==> src/rtl/branch_resolve.sv <==
// branch_resolve: execute-stage branch resolution. It queues each conditional
// branch from fetch with its prediction, retires the entries in order as execute
// reports outcomes, and drives the redirect bus back to the PC/predictor.
module branch_resolve #(
    parameter int DEPTH  = 4,
    parameter int ADDR_W = 32
) (
    input  logic              clk,
    input  logic              rst_n,
    input  logic              push_valid_i,
    input  logic [ADDR_W-1:0] push_pc_i,
    input  logic [12:0]       push_imm_i,
    input  logic              push_predict_i,
    output logic              push_ready_o,
    input  logic              res_valid_i,
    input  logic              res_taken_i,
    input  logic              jal_valid_i,
    input  logic [ADDR_W-1:0] jal_from_i,
    input  logic [ADDR_W-1:0] jal_to_i,
    input  logic              irq_i,
    input  logic [ADDR_W-1:0] irq_addr_i,
    input  logic              exc_i,
    input  logic [ADDR_W-1:0] exc_addr_i,
    input  logic [ADDR_W-1:0] exc_pc_i,
    output logic [2:0]        jump_cause_o,
    output logic [ADDR_W-1:0] jump_from_addr_o,
    output logic [ADDR_W-1:0] jump_to_addr_o,
    output logic [15:0]       branch_cnt_o,
    output logic [15:0]       mispredict_cnt_o,
    output logic              underflow_o
);
    // jump_cause_bus encodings shared with the PC/predictor
    localparam logic [2:0] jump_cause_no                 = 3'd0;
    localparam logic [2:0] jump_cause_exception          = 3'd1;
    localparam logic [2:0] jump_cause_interrupt          = 3'd2;
    localparam logic [2:0] jump_cause_predict_yes_but_no = 3'd3;
    localparam logic [2:0] jump_cause_predict_no_but_yes = 3'd4;
    localparam logic [2:0] jump_cause_nocondition        = 3'd5;

    localparam int PW = (DEPTH > 1) ? $clog2(DEPTH) : 1;
    localparam int CW = PW + 1;

    typedef enum logic {RUN, SQUASH} state_e;

    state_e            state_q, state_d;
    logic [PW-1:0]     wr_q, wr_d, rd_q, rd_d;
    logic [CW-1:0]     cnt_q, cnt_d;
    logic [2:0]        cause_q, cause_d;
    logic [ADDR_W-1:0] from_q, from_d, to_q, to_d;
    logic [15:0]       bcnt_q, bcnt_d, mcnt_q, mcnt_d;
    logic              uf_q, uf_d;

    // Branch queue storage: data only, validity is tracked by the pointers/count
    logic [ADDR_W-1:0] pc_q   [DEPTH];
    logic [12:0]       imm_q  [DEPTH];
    logic              pred_q [DEPTH];

    logic              push_we;
    logic              res_acc, mispred, jal_acc, redirect;
    logic [ADDR_W-1:0] head_pc, head_imm_sx;
    logic              head_pred;

    assign head_pc      = pc_q[rd_q];
    assign head_pred    = pred_q[rd_q];
    assign head_imm_sx  = {{(ADDR_W-13){imm_q[rd_q][12]}}, imm_q[rd_q]};

    // Readiness comes from registered state only; a same-cycle pop does not free a slot
    assign push_ready_o = (cnt_q < CW'(DEPTH)) && (state_q == RUN);

    assign jump_cause_o     = cause_q;
    assign jump_from_addr_o = from_q;
    assign jump_to_addr_o   = to_q;
    assign branch_cnt_o     = bcnt_q;
    assign mispredict_cnt_o = mcnt_q;
    assign underflow_o      = uf_q;

    // Next state: queue bookkeeping, statistics and the prioritised redirect
    always_comb begin
        state_d = state_q;
        wr_d    = wr_q;
        rd_d    = rd_q;
        cnt_d   = cnt_q;
        cause_d = jump_cause_no;
        from_d  = from_q;
        to_d    = to_q;
        bcnt_d  = bcnt_q;
        mcnt_d  = mcnt_q;
        uf_d    = uf_q;
        push_we = 1'b0;

        // In SQUASH, resolves and jumps belong to the squashed path and are ignored
        res_acc = (state_q == RUN) && res_valid_i && (cnt_q != '0);
        mispred = res_acc && (head_pred != res_taken_i);
        jal_acc = (state_q == RUN) && jal_valid_i;

        if ((state_q == RUN) && res_valid_i && (cnt_q == '0))
            uf_d = 1'b1;

        // A resolve is retired and counted even when a higher-priority event wins
        if (res_acc) begin
            rd_d   = rd_q + PW'(1);
            bcnt_d = (bcnt_q == 16'hFFFF) ? bcnt_q : bcnt_q + 16'd1;
            if (mispred)
                mcnt_d = (mcnt_q == 16'hFFFF) ? mcnt_q : mcnt_q + 16'd1;
        end

        if (exc_i) begin
            cause_d = jump_cause_exception;
            from_d  = exc_pc_i;
            to_d    = exc_addr_i;
        end else if (irq_i) begin
            cause_d = jump_cause_interrupt;
            from_d  = exc_pc_i;
            to_d    = irq_addr_i;
        end else if (mispred) begin
            cause_d = head_pred ? jump_cause_predict_yes_but_no : jump_cause_predict_no_but_yes;
            from_d  = head_pc;
            to_d    = head_pred ? head_pc + ADDR_W'(4) : head_pc + head_imm_sx;
        end else if (jal_acc) begin
            cause_d = jump_cause_nocondition;
            from_d  = jal_from_i;
            to_d    = jal_to_i;
        end

        redirect = exc_i || irq_i || mispred || jal_acc;

        // Any redirect flushes everything, including a push offered this cycle
        if (redirect) begin
            state_d = SQUASH;
            cnt_d   = '0;
            rd_d    = wr_q;
        end else begin
            state_d = RUN;
            push_we = push_valid_i && push_ready_o;
            if (push_we)
                wr_d = wr_q + PW'(1);
            cnt_d = cnt_q + CW'(push_we) - CW'(res_acc);
        end
    end

    // Control, statistics and output registers
    always_ff @(posedge clk or negedge rst_n) begin
        if (!rst_n) begin
            state_q <= RUN;
            wr_q    <= '0;
            rd_q    <= '0;
            cnt_q   <= '0;
            cause_q <= jump_cause_no;
            from_q  <= '0;
            to_q    <= '0;
            bcnt_q  <= '0;
            mcnt_q  <= '0;
            uf_q    <= 1'b0;
        end else begin
            state_q <= state_d;
            wr_q    <= wr_d;
            rd_q    <= rd_d;
            cnt_q   <= cnt_d;
            cause_q <= cause_d;
            from_q  <= from_d;
            to_q    <= to_d;
            bcnt_q  <= bcnt_d;
            mcnt_q  <= mcnt_d;
            uf_q    <= uf_d;
        end
    end

    // Queue payload write at the tail
    always_ff @(posedge clk) begin
        if (push_we) begin
            pc_q[wr_q]   <= push_pc_i;
            imm_q[wr_q]  <= push_imm_i;
            pred_q[wr_q] <= push_predict_i;
        end
    end

endmodule

==> config.mk <==
export PLATFORM = sky130hd
export DESIGN_NAME = branch_resolve
export DESIGN_NICKNAME = d
export VERILOG_FILES = /design/src/rtl/branch_resolve.sv
export SDC_FILE = /design/constraint.sdc
export NUM_CORES = 1
export LEC_CHECK = 0
export CAP_MARGIN = 10
export CORE_MARGIN = 3
export CORE_UTILIZATION = 47
export DETAILED_ROUTE_END_ITERATION = 12
export PLACE_DENSITY_LB_ADDON = 0.25
export SYNTH_ARGS = -nofsm -noshare
export SYNTH_HDL_FRONTEND = slang
export SYNTH_SLANG_ARGS = --single-unit
==> constraint.sdc <==
create_clock -name clk -period 4.2 [get_ports clk]
set_input_delay 0.84 -clock clk [delete_from_list [all_inputs] [get_ports clk]]
set_output_delay 0.84 -clock clk [all_outputs]
set_load 0.03 [all_outputs]
Word level (Yosys, flattened, before mapping)
Memories as Yosys holds them, arrays and structs flattened.
Cells that the tools add are included.

operators by class
  add/subtract/negate cells = 8
  $lt $le $gt $ge = 1
  equality and inequality tests = 3
  muxes and demuxes = 21
  bitwise operators = 4
  reductions and logical operators = 17

operator list
  cell                     count
  $mux W32                 9
  $add A16 B1 Y16 const B  2
  $add A32 B3 Y32 const B  1
  $add A32 B32 Y32         1
  $eq A16 B16 Y1 const B   2
  $mux W3                  6
  $logic_and A1 B1 Y1      7
  $add A2 B1 Y2 const B    2
  $mux W1                  4
  $mux W2                  2
  $not A1 Y1               4
  $reduce_and A2 Y1        2
  $reduce_bool A4 Y1       1
  $add A3 B1 Y3            1
  $logic_not A3 Y1         1
  $logic_or A1 B1 Y1       3
  $lt A3 B3 Y1 const B     1
  $reduce_and A3 Y1        1
  $reduce_bool A3 Y1       1
  $sub A3 B1 Y3            1
  $reduce_bool A2 Y1       1
  $ne A1 B1 Y1             1

storage, ports and cells
  bits in registers = 108
  bits in writable memories = 184
  input port bits = 214
  output and inout port bits = 101
  word-level logic and storage cells = 67
  memories = 3

memory list
  memory  depth  bits a word  read ports  clocked after memory_dff  write ports  RTL line  text
  pc_q    4      32           1           0                         1            54        logic [ADDR_W-1:0] pc_q [DEPTH];
  imm_q   4      13           1           0                         1            55        logic [12:0] imm_q [DEPTH];
  pred_q  4      1            1           0                         1            56        logic pred_q [DEPTH];

Depth between registers and ports, before layout
Gate-level depths: netlist of run 1.

  depth after elaboration = 9
  mapped depth = 15
  mapped depth without buffers = 11

Worst setup path after synthesis of run 1
No wires, ideal clock.

  path type = register to register
  from = register rd_q[0]
  to = register to_q[26], in the netlist jump_to_addr_o[26]
  setup time = 0.138 ns
  arrival time = 3.962 ns
  data required time = 4.062 ns
  setup slack = 0.100 ns
  cell stages (with the launch flop) = 16
  buffers on the path = 5
  cells stage by stage = dfrtp_1 > buf_6 > buf_12 > buf_12 > buf_2 > buf_2 > mux4_2 > ha_1 > a21oi_1 > o21ai_0 > o311a_1 > o211a_1 > or2_2 > and4b_1 > a211oi_1 > o21ai_0

on the way
  word-level cells in the longest chain between the ends = 6

ends and longest elaborated chain
  item                                             RTL line  text
  from (decl)                                      46        logic [PW-1:0] wr_q, wr_d, rd_q, rd_d;
  from (signal assigned)                           157       rd_q <= rd_d;
  $mem_v2 Z4 W32, or another cell as far along     --
  $add A32 B32 Y32, or another cell as far along   118       to_d = head_pred ? head_pc + ADDR_W'(4) : head_pc + head_imm_sx;
  $mux W32 or $logic_and A1 B1 Y1 (tied branches)  118, 93
  $mux W32                                         115       end else if (mispred) begin
  $mux W32                                         111       end else if (irq_i) begin
  $mux W32                                         107       if (exc_i) begin
  to (signal assigned)                             161       to_q <= to_d;
  to (decl)                                        49        logic [ADDR_W-1:0] from_q, from_d, to_q, to_d;

Several ways; a longest one is shown, not always the timed one.
A chain may end at the register's enable or synchronous reset.

Final worst setup path of run 1
Same ends and word-level chain as after synthesis.

==> metrics.csv, run 1 <==
metric,value,unit
setup_total_negative_slack,0,ns
post_synth_fa_ha_maj_area_fraction,3.57,%
die_w,186,um
worst_setup_path_endpoint,jump_to_addr_o[26],
slew_headroom,23.4,%
timing.max_cap.violations,0,
worst-r2r-setup-slack,0.26,ns
ir_drop,0.394,mV
timing.reg2reg.worst_path_depth,11,
drt_pre_antenna_iters,5,
fin_worst_hold_slack,0.449,ns
layout_min_cycle_time,3.94,ns
drv_slew,0,
globalRouteOverflowTotal,0,
io-pin-count,315,
largest_family_of_logic_cells_by_synthesized_area,compound AO/OA/AOI/OAI gates,
drt_first_iter_violations,1253,
yosysTopAreaCellShare,36.5,%
synth_seq_cells,292,
critPathSlowestCell,sky130_fd_sc_hd__mux4_2,
dieArea,34400,um^2
skew,0.0200,ns
final_count_of_hold_timing_violations,0,
final_antenna_violating_net_count,0,
worst_setup_path_startpoint,rd_q[0],
synth.top_cells.by_area,"sky130_fd_sc_hd__edfxtp_1 (36%), sky130_fd_sc_hd__dfrtp_1 (18%), sky130_fd_sc_hd__mux4_2 (6.8%)",
combined_area_of_the_multi_input_logic_cells,6530,um^2
synth_cells,1318,
finalSetupViolCount,0,
tightestPinTransition,1.15,ns
number_of_enable_flip_flop_cells_after_synthesis,184,
syn2layout_area_growth,31.7,%
power.static_leakage,7.36,nW
simple_gate_share_of_the_synthesized_area,12.3,%
share_of_final_layout_standard_cells_stronger_than_drive_strength_1,10.8,%
cp_data_required_time,4.63,ns
muxShareOfSynthArea,7.54,%
ctsLongestPathBuffers,3,
std_cell_rows,65,
path_clk_slew,0.06,ns
global_route_wire_length_before_repair,71.9,mm
die_height,186,um
synthFlopType,sky130_fd_sc_hd__edfxtp_1,
post_drt_via_cell_ratio,5.95,
drc_violations,0,
total_number_of_vias,12300,
fin_crit_sh,93.9,%
critPathKind,reg2reg,
effective_utilization_at_floorplan,47.9,%
final.fill_count,2484,
cp-start-kind,flip-flop,
crit_reg_reg_endpoint,jump_to_addr_o[26],
core-area,31600,um^2
grt_setup_unrepaired,false,
drt-wirelength-per-cell,23.8,um
diodes,0,
arrival,4.38,ns
yosysWarningCount,0,
clock_sinks,292,
clk_latency,0.59,ns
asyncSetResetFlopFracSynth,37.0,%
worst_hold_path_type,in2async,
area.sequential,8230,um^2
synth-xor-area-share,4.91,%
layout.nets,1894,
timing.critical_path.cells,"buf_4, mux4_2, fa_1, a21oi_1, nor3_1, o311a_1, o211a_1, or2_2, and4b_1, a211oi_1, o21ai_0",
ys_seq_area_share,54.3,%
grt_max_degree,83,
hpwlAfterDp,36.8,mm
outcome,completed,
max_stage_delay,0.58,ns
ctsRootBufferMaster,sky130_fd_sc_hd__clkbuf_16,
htreeDepth,1,
maxClockFrequency,254,MHz
numCtsBuffers,31,
grt_util_all_layers,27.7,%
post_synthesis_cell_area,15100,um^2
crit_path_end_kind,flip-flop,
power.density_cell_area,537,nW/um^2
synth-compound-area-share,14.6,%
synth_nets,1574,
initial_antenna_violation_count,2,
synth_top_cell_by_area,sky130_fd_sc_hd__edfxtp_1,
synth.lib_cells_used.distinct,86,
grt_pass1_vias,11900,
startpoint_of_the_lowest_slack_register_to_register_path,rd_q[0],
crit_path_max_fanout,11,
routed_wl,49.1,mm
gp_congestion,0.953,
post_synth.cell_area_avg,11.5,um^2
io_buffers,314,
clock_tree_from_tritoncts,built,
## metrics by stage
stage          setup slack, ns  util (%)  total power, mW  instances  area (um^2)
2_1_floorplan            0.100         -             6.43       1318        15100
3_3_place_gp             0.331      59.6             7.79       2007        18900
3_5_place_dp             0.240      59.6             7.80       2007        18900
4_1_cts                  0.260      63.0             10.7       2065        19900
5_1_grt                 0.0306      63.0             11.2       2065        19900
6_report                 0.257      63.0             10.7       2065        19900
## timing repair
item / 4_1_cts / 5_1_grt
hold endpoints to repair: 0 / 0
endpoints found under the setup margin: 0 / 1
gates resized for setup: 0 / 1
buffers inserted: 0 / 0
hold buffers: 0 / 0
## power by group
| part | internal (mW) | leakage (nW) | total (mW) | switching (mW) |
|---|---|---|---|---|
| Clock | 1.70 | 0.510 | 2.86 | 1.17 |
| Sequential | 3.17 | 3.01 | 3.29 | 0.114 |
| Combinational | 1.86 | 3.85 | 4.55 | 2.69 |
## cells by family (layout without fill, tap and decap cells)
kind of cell	Yosys count	after routing
muxes	56	56
DFF	292	292
xor gates and xnor gates	84	84
AOI/OAI and AO/OA	358	358
adders and majority gates	42	42
and+or+nand+nor	397	397
buffers and inverters	89	434
## cells in the mapped netlist, types with 3 or more instances
| library cell | count |
|---|---|
| sky130_fd_sc_hd__mux2_2 | 5 |
| sky130_fd_sc_hd__and3_1 | 10 |
| sky130_fd_sc_hd__nand2b_1 | 3 |
| sky130_fd_sc_hd__inv_1 | 20 |
| sky130_fd_sc_hd__o22a_1 | 4 |
| sky130_fd_sc_hd__ha_1 | 40 |
| sky130_fd_sc_hd__and4_1 | 4 |
| sky130_fd_sc_hd__nor2b_1 | 6 |
| sky130_fd_sc_hd__o31ai_1 | 6 |
| sky130_fd_sc_hd__and2_1 | 8 |
| sky130_fd_sc_hd__a311oi_1 | 5 |
| sky130_fd_sc_hd__a22oi_1 | 7 |
| sky130_fd_sc_hd__o211ai_1 | 13 |
| sky130_fd_sc_hd__mux2i_1 | 5 |
| sky130_fd_sc_hd__xnor2_1 | 51 |
| sky130_fd_sc_hd__dfrtp_1 | 108 |
| sky130_fd_sc_hd__or3_1 | 8 |
| sky130_fd_sc_hd__o21ai_0 | 89 |
| sky130_fd_sc_hd__o41ai_1 | 4 |
| sky130_fd_sc_hd__a211oi_1 | 13 |
| sky130_fd_sc_hd__a31o_2 | 4 |
| sky130_fd_sc_hd__nor3_1 | 25 |
| sky130_fd_sc_hd__xor2_1 | 32 |
| sky130_fd_sc_hd__o22ai_1 | 19 |
| sky130_fd_sc_hd__edfxtp_1 | 184 |
| sky130_fd_sc_hd__nand2_1 | 196 |
| sky130_fd_sc_hd__clkbuf_1 | 38 |
| sky130_fd_sc_hd__buf_2 | 17 |
| sky130_fd_sc_hd__nand4_1 | 16 |
| sky130_fd_sc_hd__a21oi_1 | 125 |
| sky130_fd_sc_hd__mux4_2 | 46 |
| sky130_fd_sc_hd__a222oi_1 | 4 |
| sky130_fd_sc_hd__a31oi_1 | 8 |
| sky130_fd_sc_hd__nor2_2 | 6 |
| sky130_fd_sc_hd__nand3_1 | 27 |
| sky130_fd_sc_hd__a221oi_1 | 5 |
| sky130_fd_sc_hd__a21o_1 | 16 |
| sky130_fd_sc_hd__buf_1 | 6 |
| sky130_fd_sc_hd__nor4_1 | 3 |
| sky130_fd_sc_hd__nor2_1 | 68 |
| sky130_fd_sc_hd__o21a_1 | 9 |
## worst min-delay path by stage
stage,startpoint,to,slack [ns],cells past startpoint
finish,rst_n,branch_cnt_o[12],0.45,1
global route,jump_from_addr_o[17],jump_from_addr_o[17],0.50,2
CTS,jump_from_addr_o[5],jump_from_addr_o[5],0.48,2
detailed placement,jump_from_addr_o[5],jump_from_addr_o[5],0.47,2
global placement,jump_from_addr_o[11],jump_from_addr_o[11],0.46,2
floorplan,wr_q[1],rd_q[1],0.50,2
## cell type report
class                      count  share of cell area [%]
clock inverter                19                    1.30
clock buffer                  39                    4.09
sequential                   292                    41.3
tap                          402                    2.52
timing repair buffer         354                    17.7
inverter                      22                   0.414
multi-input combinational    937                    32.7
## cells in the final DEF (no fill, tap or decap), drive strengths merged, types with 41 or more instances in the layout
cell / n
clkdlybuf4s50: 313
nand2: 197
xnor2: 51
buf: 41
mux4: 46
dfrtp: 108
o21ai: 91
a21oi: 126
nor2: 75
edfxtp: 184
## registers in the layout, indices dropped and copies added (netlist names), 4 cells and up
name	count
imm_q	52
mispredict_cnt_o	16
jump_from_addr_o	32
pc_q	128
branch_cnt_o	16
pred_q	4
jump_to_addr_o	32
## layer usage
metal	track usage [%]	up-vias	share of wire, %
met1	39.7	5921	42
met4	11.2	4	4.7
met2	42.4	629	44
li1	-	5603	-
met3	4.91	120	8.5
met5	0	-	0.055
## critical path, delay by kind of cell (launching register included)
family,cells,cell delay [ns]
muxes,1,0.58
DFF,1,0.51
AOI/OAI and AO/OA,5,1.32
adders and majority gates,1,0.46
and+or+nand+nor,3,0.64
buffers and inverters,1,0.29
Note: power is estimated with default switching activity, not from simulation.
==> run 2, diff against run 1 <==
--- a/config.mk
+++ b/config.mk
@@ -7,7 +7,8 @@
 export LEC_CHECK = 0
 export CAP_MARGIN = 10
 export CORE_MARGIN = 3
-export CORE_UTILIZATION = 47
+export CORE_UTILIZATION = 48
+export CTS_BUF_LIST = sky130_fd_sc_hd__clkbuf_8
 export DETAILED_ROUTE_END_ITERATION = 12
 export PLACE_DENSITY_LB_ADDON = 0.25
 export SYNTH_ARGS = -nofsm -noshare
==> metrics.csv, run 2 (synthesis results as in run 1) <==
metric,value,unit,change
clock_tree_from_tritoncts,built,,
crit_path_end_kind,flip-flop,,
total_number_of_vias,12400,,+1.0%
crit_reg_reg_endpoint,jump_to_addr_o[26],,
mostFrequentLayoutCell,sky130_fd_sc_hd__clkdlybuf4s50_1,,
cp-start-kind,flip-flop,,
stdcell_count,2116,,+2.5%
highest_count_cells_in_the_layout_ignoring_fill_and_taps,"sky130_fd_sc_hd__clkdlybuf4s50_1 (313), sky130_fd_sc_hd__nand2_1 (195), sky130_fd_sc_hd__edfxtp_1 (184)",,
slew_headroom,34.9,%,+12 points
numCtsBuffers,48,,+55%
fin_crit_sh,93.6,%,-0.25 points
ctsLongestPathBuffers,3,,unchanged
startpoint_of_the_lowest_slack_register_to_register_path,rd_q[0],,
arrival,4.34,ns,-0.04 ns
drt_first_iter_violations,1223,,-2.4%
core-area,30800,um^2,-2.6%
worstPathBufferInverterCount,0,,-1
final_count_of_hold_timing_violations,0,,unchanged
std_cell_rows,64,,-1.5%
share_of_final_layout_standard_cells_stronger_than_drive_strength_1,13.2,%,+2.4 points
initial_antenna_violation_count,2,,unchanged
final.fill_count,2424,,-2.4%
timing.reg2reg.worst_path_depth,11,,unchanged
ctsRootBufferMaster,sky130_fd_sc_hd__clkbuf_8,,
wl_met2,22.6,mm,+3.8%
grt_util_all_layers,29.1,%,+1.4 points
layout.nets,1936,,+2.2%
dieArea,33700,um^2,-2.0%
io-pin-count,315,,unchanged
drv_slew,0,,unchanged
critPathTopFamily,compound AO/OA/AOI/OAI gates,,
drt-wirelength-per-cell,23.5,um,-1.3%
drc_violations,0,,unchanged
global_route_wire_length_before_repair,74.8,mm,+3.9%
final_antenna_violating_net_count,0,,unchanged
maxClockFrequency,254,MHz,+0.26%
power.density_cell_area,524,nW/um^2,-2.3%
path_clk_slew,0.07,ns,about the same
skew,0.0361,ns,+0.0161 ns
regMostFlops,pc_q,,
finalSetupViolCount,0,,unchanged
gp_congestion,0.913,,-4.2%
crit_path_max_fanout,11,,unchanged
effective_utilization_at_floorplan,49.1,%,+1.3 points
power.static_leakage,7.52,nW,+2.1%
post_drt_via_cell_ratio,5.86,,-1.4%
ir_drop,0.329,mV,-17%
worst-r2r-setup-slack,0.27,ns,about the same
tightestPinTransition,0.976,ns,-0.173 ns
routed_wl,49.7,mm,+1.1%
grt_max_degree,69,,-17%
io_buffers,314,,unchanged
reg_top3,"pc_q (128), imm_q (52)",,
cp_data_required_time,4.61,ns,-0.02 ns
largest_reg_flops,128,,unchanged
grt_pass1_vias,12300,,+3.5%
route.layer.met1.wl,21.1,mm,+1.4%
timing.critical_path.cells,"mux4_2, ha_1, fa_1, a21oi_1, nor3_1, o311a_1, o211a_1, or2_2, and4b_1, a211oi_1, o21ai_0",,
post-place-cells,2020,,+0.65%
hpwlAfterDp,37.7,mm,+2.3%
clock_sinks,292,,unchanged
syn2layout_area_growth,32.4,%,
top_layer,met4,,
critPathSlowestCell,sky130_fd_sc_hd__mux4_2,,
critPathKind,reg2reg,,
area.sequential,8230,um^2,about the same
combined_area_of_the_multi_input_logic_cells,6530,um^2,about the same
die_height,184,um,-1.0%
htreeDepth,2,,+1
setup_total_negative_slack,0,ns,unchanged
power.total,10.5,mW,-1.8%
grt_setup_unrepaired,false,,
clk_latency,0.59,ns,about the same
max_stage_delay,0.56,ns,-0.02 ns
utilization,65.0,%,+2.0 points
drt_pre_antenna_iters,5,,unchanged
layout_min_cycle_time,3.93,ns,-0.0103 ns
outcome,completed,,
detailroute.wirelength.met3,4.12,mm,-1.7%
globalRouteOverflowTotal,0,,unchanged
timing.max_cap.violations,0,,unchanged
die_w,184,um,-1.0%
worst_hold_path_type,in2async,,
-- run 2: cell types whose count changed in the layout (fill, tap and decap cells not counted), sizes merged --
cell      previous run  this run
bufinv               5         1
clkbuf              39        55
clkinv              10        13
clkinvlp             4         3
inv                 22        37
buf                 41        66
diode                0         3
-- run 2: repair_timing --
item	CTS	global route
setup endpoints to repair	0	6
hold buffers	0	0
setup buffers	0	6
resized for setup	0	3
-- run 2: worst max path at each step --
stage             from                 end  slack, ns  cells after the start
2_1_floorplan  rd_q[0]  jump_to_addr_o[26]       0.10                     15
6_report       rd_q[0]  jump_to_addr_o[26]       0.27                     11
3_5_place_dp   rd_q[0]  jump_to_addr_o[26]       0.18                     11
3_3_place_gp   rd_q[0]  jump_to_addr_o[26]       0.28                     11
4_1_cts        rd_q[0]  jump_to_addr_o[26]       0.12                     11
5_1_grt        rd_q[0]  jump_to_addr_o[31]      0.004                     11
-- run 2: stage by stage --
step	hold WS, ns	cell area (um^2)	setup WS, ns
5_1_grt	0.459	20000	0.00387
2_1_floorplan	0.500	15100	0.100
6_report	0.408	20100	0.267
3_5_place_dp	0.470	19000	0.183
3_3_place_gp	0.462	19000	0.282
4_1_cts	0.410	20000	0.115
-- run 2: power breakdown --
group | switching [mW] | internal [mW]
registers | 0.112 | 3.18
clock network | 1.17 | 1.28
logic | 2.76 | 2.02
total | 4.04 | 6.47
-- run 2: layout make-up --
type | count | area share, %
well taps | 396 | 2.47
clock inverters | 32 | 0.961
inverters | 22 | 0.412
flip-flops and latches | 292 | 41.1
clock buffers | 55 | 3.77
multi-input cells | 937 | 32.6
diodes | 3 | 0.0374
repair buffers | 379 | 18.7
-- run 2: per-layer routing --
layer	up-vias	track usage (%)
met5	-	0
met4	0	10.8
met3	95	5.86
met2	584	45.4
met1	6040	40.7
li1	5684	-
